===== src/rtl/fifo_uart_tx.sv =====
// Drains a FIFO with registered read data and serialises each byte as a UART frame:
// start bit, data LSB first, optional even parity, one stop bit.
module fifo_uart_tx #(
    parameter int data_width   = 8,
    parameter int clks_per_bit = 16,
    parameter int parity_en    = 0
) (
    input  logic                  clk,
    input  logic                  rst_n,
    input  logic                  enable,
    input  logic                  empty,
    input  logic [data_width-1:0] data_in,
    output logic                  read_en,
    output logic                  tx,
    output logic                  busy,
    output logic                  frame_done
);
    localparam int BAUD_W = (clks_per_bit > 1) ? $clog2(clks_per_bit) : 1;
    localparam int BIT_W  = (data_width > 1) ? $clog2(data_width) : 1;
    localparam logic [BAUD_W-1:0] BAUD_LAST = BAUD_W'(clks_per_bit - 1);
    localparam logic [BIT_W-1:0]  BIT_LAST  = BIT_W'(data_width - 1);

    // IDLE wait | REQ pop | LATCH capture FIFO data | START, DATA, PARITY, STOP serial bits
    typedef enum logic [2:0] {IDLE, REQ, LATCH, START, DATA, PARITY, STOP} state_t;

    state_t                  state, next_state;
    logic [BAUD_W-1:0]       baud_cnt, baud_d;
    logic [BIT_W-1:0]        bit_cnt, bit_d;
    logic [data_width-1:0]   shift_q, shift_d;
    logic                    par_q, par_d;
    logic                    tx_d;
    logic                    baud_last;

    always_comb begin
        next_state = state;
        baud_d     = baud_cnt;
        bit_d      = bit_cnt;
        shift_d    = shift_q;
        par_d      = par_q;
        baud_last  = (baud_cnt == BAUD_LAST);
        case (state)
            IDLE: begin
                if (enable && !empty) next_state = REQ;
            end
            REQ: next_state = LATCH;
            LATCH: begin
                shift_d    = data_in;
                par_d      = ^data_in;
                baud_d     = '0;
                bit_d      = '0;
                next_state = START;
            end
            START: begin
                if (baud_last) begin
                    baud_d     = '0;
                    next_state = DATA;
                end else begin
                    baud_d = baud_cnt + BAUD_W'(1);
                end
            end
            DATA: begin
                if (baud_last) begin
                    baud_d  = '0;
                    shift_d = shift_q >> 1;
                    if (bit_cnt == BIT_LAST) begin
                        bit_d      = '0;
                        next_state = (parity_en != 0) ? PARITY : STOP;
                    end else begin
                        bit_d = bit_cnt + BIT_W'(1);
                    end
                end else begin
                    baud_d = baud_cnt + BAUD_W'(1);
                end
            end
            PARITY: begin
                if (baud_last) begin
                    baud_d     = '0;
                    next_state = STOP;
                end else begin
                    baud_d = baud_cnt + BAUD_W'(1);
                end
            end
            STOP: begin
                if (baud_last) begin
                    baud_d     = '0;
                    next_state = (enable && !empty) ? REQ : IDLE;
                end else begin
                    baud_d = baud_cnt + BAUD_W'(1);
                end
            end
            default: next_state = IDLE;
        endcase
    end

    // tx is registered, so its level is derived from where the FSM is heading
    always_comb begin
        tx_d = 1'b1;
        case (next_state)
            START:   tx_d = 1'b0;
            DATA:    tx_d = shift_d[0];
            PARITY:  tx_d = par_d;
            default: tx_d = 1'b1;
        endcase
    end

    always_ff @(posedge clk) begin
        if (!rst_n) begin
            state    <= IDLE;
            baud_cnt <= '0;
            bit_cnt  <= '0;
            shift_q  <= '0;
            par_q    <= 1'b0;
            tx       <= 1'b1;
            read_en  <= 1'b0;
            busy     <= 1'b0;
        end else begin
            state    <= next_state;
            baud_cnt <= baud_d;
            bit_cnt  <= bit_d;
            shift_q  <= shift_d;
            par_q    <= par_d;
            tx       <= tx_d;
            read_en  <= (next_state == REQ);
            busy     <= (next_state != IDLE);
        end
    end

    assign frame_done = (state == STOP) && baud_last;

endmodule

===== config.mk =====
export PLATFORM = sky130hd
export DESIGN_NAME = fifo_uart_tx
export DESIGN_NICKNAME = d
export VERILOG_FILES = /design/src/rtl/fifo_uart_tx.sv
export SDC_FILE = /design/constraint.sdc
export NUM_CORES = 1
export LEC_CHECK = 0
export CORE_ASPECT_RATIO = 1.1
export CORE_MARGIN = 1.5
export CORE_UTILIZATION = 54
export CTS_BUF_LIST = sky130_fd_sc_hd__clkbuf_16
export DETAILED_ROUTE_END_ITERATION = 10
export GPL_TIMING_DRIVEN = 1
export PLACE_DENSITY = 0.78
export SYNTH_ARGS = -nofsm -noshare
export SYNTH_HDL_FRONTEND = slang
export SYNTH_SLANG_ARGS = --single-unit

===== constraint.sdc =====
create_clock -name clk -period 1.95 [get_ports clk]
set_clock_uncertainty 0.15 [all_clocks]
set_input_delay 0.39 -clock clk [delete_from_list [all_inputs] [get_ports clk]]
set_output_delay 0.39 -clock clk [all_outputs]
set_load 0.02 [all_outputs]

==> results.json <==
{
  "die_h_um": 54.5,
  "report.final.hold_viol_count": 0,
  "drcViolationCount": 0,
  "power.total_mw": 1.33,
  "critPathKind": "reg -> reg",
  "die_area_sq_mm": 0.00271,
  "overflow": 0,
  "cts-root-buf": "clkbuf_16",
  "place_inst": 191,
  "place_congestion": 0.821,
  "syn-num-nets": 155,
  "rsz0062_at_grt": "no",
  "htreeDepth": 1,
  "end_kind": "flop",
  "whs_path_depth": 2,
  "grt_pass1_wl_mm": 5.23,
  "yosys_warnings": 0,
  "setup_viol": 0,
  "ant_nets": 0,
  "path_cells": "ha_1, and3_2, and2_1, a221oi_2, o221ai_2, a21o_1",
  "syn-mean-instance-area_sq_um": 9.29,
  "final-max-slew-violation-count": 0,
  "ys_seq_area_frac": 0.338,
  "min_path_type": "reg -> reg",
  "core_area_sq_mm": 0.00227,
  "syn_area_sq_mm": 0.00130,
  "status": "finished, final reports clean",
  "port_buffers": 15,
  "drtIter0Drc": 48,
  "startpoint_type": "flop",
  "min_from": "shift_q[7]",
  "drv_cap": 0,
  "path_clk_slew_ps": 60,
  "num_rows": 18,
  "drtPass1Iterations": 5,
  "ir_drop_uv": 869,
  "fin_crit_sh": 0.948,
  "numCtsBuffers": 3,
  "fillers": 160,
  "leakage_nw": 0.623,
  "nets": 181,
  "critPathMaxStageDelay_ps": 320,
  "clock.fmax_mhz": 541,
  "crit_start": "baud_cnt[0]",
  "reg2reg_from": "baud_cnt[0]",
  "clock_tree.buffer_depth": 2,
  "tns_ps": 0,
  "insertion_delay_ps": 260,
  "cts_tree": "yes",
  "final_common_cell": "dfxtp_1",
  "reg2regPathDepth": 6,
  "ys_types": 46,
  "hpwl_mm": 2.22,
  "crit_slowest_cell": "dfxtp_1",
  "antenna_found_initial": 0,
  "start_util": 0.572,
  "cp_max_fo": 6,
  "viasPerCell": 6.03,
  "crit_required_ps": 1960,
  "grt_max_degree": 19,
  "syn_inst": 140,
  "cts_hold_buf": 0,
  "routedWlPerCell_um": 16.8,
  "layout_common_cells": "dfxtp_1, buf_4, nor2b_1",
  "stdcell_count": 195,
  "timing.final.crit_period_ps": 1850,
  "vias": 1175,
  "layout-drive-gt1-share": 0.206,
  "slew_headroom": 0.658,
  "area_delta_synth_final_pct": 24.3,
  "yosys_register_bits": 22,
  "arrival_ps": 1850,
  "worst_slew_pin_slew_ps": 509,
  "rrSetupSlack_ps": 100,
  "diodes": 0,
  "track_usage": 0.261,
  "numClockSinks": 22,
  "io_pins": 16,
  "routed_wl_mm": 3.27,
  "grt_pass1_vias": 1201,
  "die_w_um": 49.8,
  "power_density_mw_per_mm2": 820
}
-- where the power goes --
group | internal (mW) | leakage [nW] | switching (mW)
registers | 0.475 | 0.179 | 0.0174
logic | 0.124 | 0.393 | 0.129
clock network | 0.408 | 0.0511 | 0.175
-- final timing paths --
| path | endpoint |
|---|---|
| max | tx |
| min | shift_q[7] |
| max reg2reg | tx |
| min reg2reg | shift_q[7] |
-- flip-flops by register name, indices dropped and copies added (netlist names) --
| name | flops |
|---|---|
| shift_q | 8 |
| baud_cnt | 4 |
| bit_cnt | 3 |
| state | 3 |
| busy | 1 |
| par_q | 1 |
| read_en | 1 |
| tx | 1 |
-- synthesized netlist by cell type (all sizes together) --
cell           number  share of area
dfxtp              22           0.34
nor2b              16          0.077
nor2               11          0.032
buf                 9          0.065
o21ai               9          0.037
xnor2               8          0.054
nand2               7          0.020
a21oi               6          0.023
a222oi              6          0.046
nand3               5          0.019
a22oi               4          0.023
ha                  3          0.029
nor4b               3          0.020
a221oi              2          0.018
a32oi               2          0.013
and2                2         0.0096
and3                2          0.011
clkbuf              2          0.013
nor3b               2          0.024
a2111o              1         0.0087
a211oi              1         0.0058
a21o                1         0.0058
a22o                1         0.0067
and2b               1         0.0058
and3b               1         0.0067
clkdlybuf4s50       1         0.0087
inv                 1         0.0029
nand2b              1         0.0048
nor3                1         0.0038
nor4                1         0.0048
o2111ai             1         0.0067
o211a               1         0.0077
o221a               1         0.0087
o221ai              1          0.012
o22ai               1         0.0048
o2bb2ai             1          0.012
or2                 1         0.0048
or2b                1         0.0058
-- critical path: cells and delay by family (launching register included) --
kind,cells,cell delay [ps]
compound gates,3,600
simple gates,2,460
flops,1,320
fa+ha+maj,1,220
-- per-layer routing --
metal,up-vias,share of wire,GRT usage
met5,-,0,0
met4,0,0.024,0.153
li1,567,-,-
met3,9,0.045,0.0383
met1,563,0.42,0.292
met2,36,0.51,0.482
-- stage by stage --
stage               worst slack (ps)   util  hold WS (ps)  cell area (sq um)
finish                           102  0.711           386               1620
detailed placement             -18.9  0.664           380               1510
global placement                33.3  0.664           347               1510
CTS                             15.8  0.710           396               1620
global route                    3.16  0.711           411               1620
floorplan                        136      -           333               1300
-- repair_timing --
action / 4_1_cts / 5_1_grt
pin swaps: 0 / 1
setup endpoints to repair: 1 / 3
setup buffers: 0 / 0
resized for setup: 2 / 4
-- cell families after synthesis --
logic type,count (synthesis),share of synthesized area
simple gates,55,0.249
flops,22,0.338
xor+xnor,8,0.0538
fa+ha+maj,3,0.0288
buf+inv,13,0.0904
compound gates,39,0.239
-- final cells by class --
type | instances | area (sq um) | share of cell area
Clock buffer | 3 | 75.1 | 0.0464
Clock inverter | 1 | 30.0 | 0.0186
Inverter | 1 | 3.75 | 0.00232
Multi-Input combinational cell | 105 | 751 | 0.464
Sequential cell | 22 | 440 | 0.272
Tap cell | 30 | 37.5 | 0.0232
Timing Repair Buffer | 33 | 280 | 0.173
Note: power is estimated with default switching activity, not from simulation.
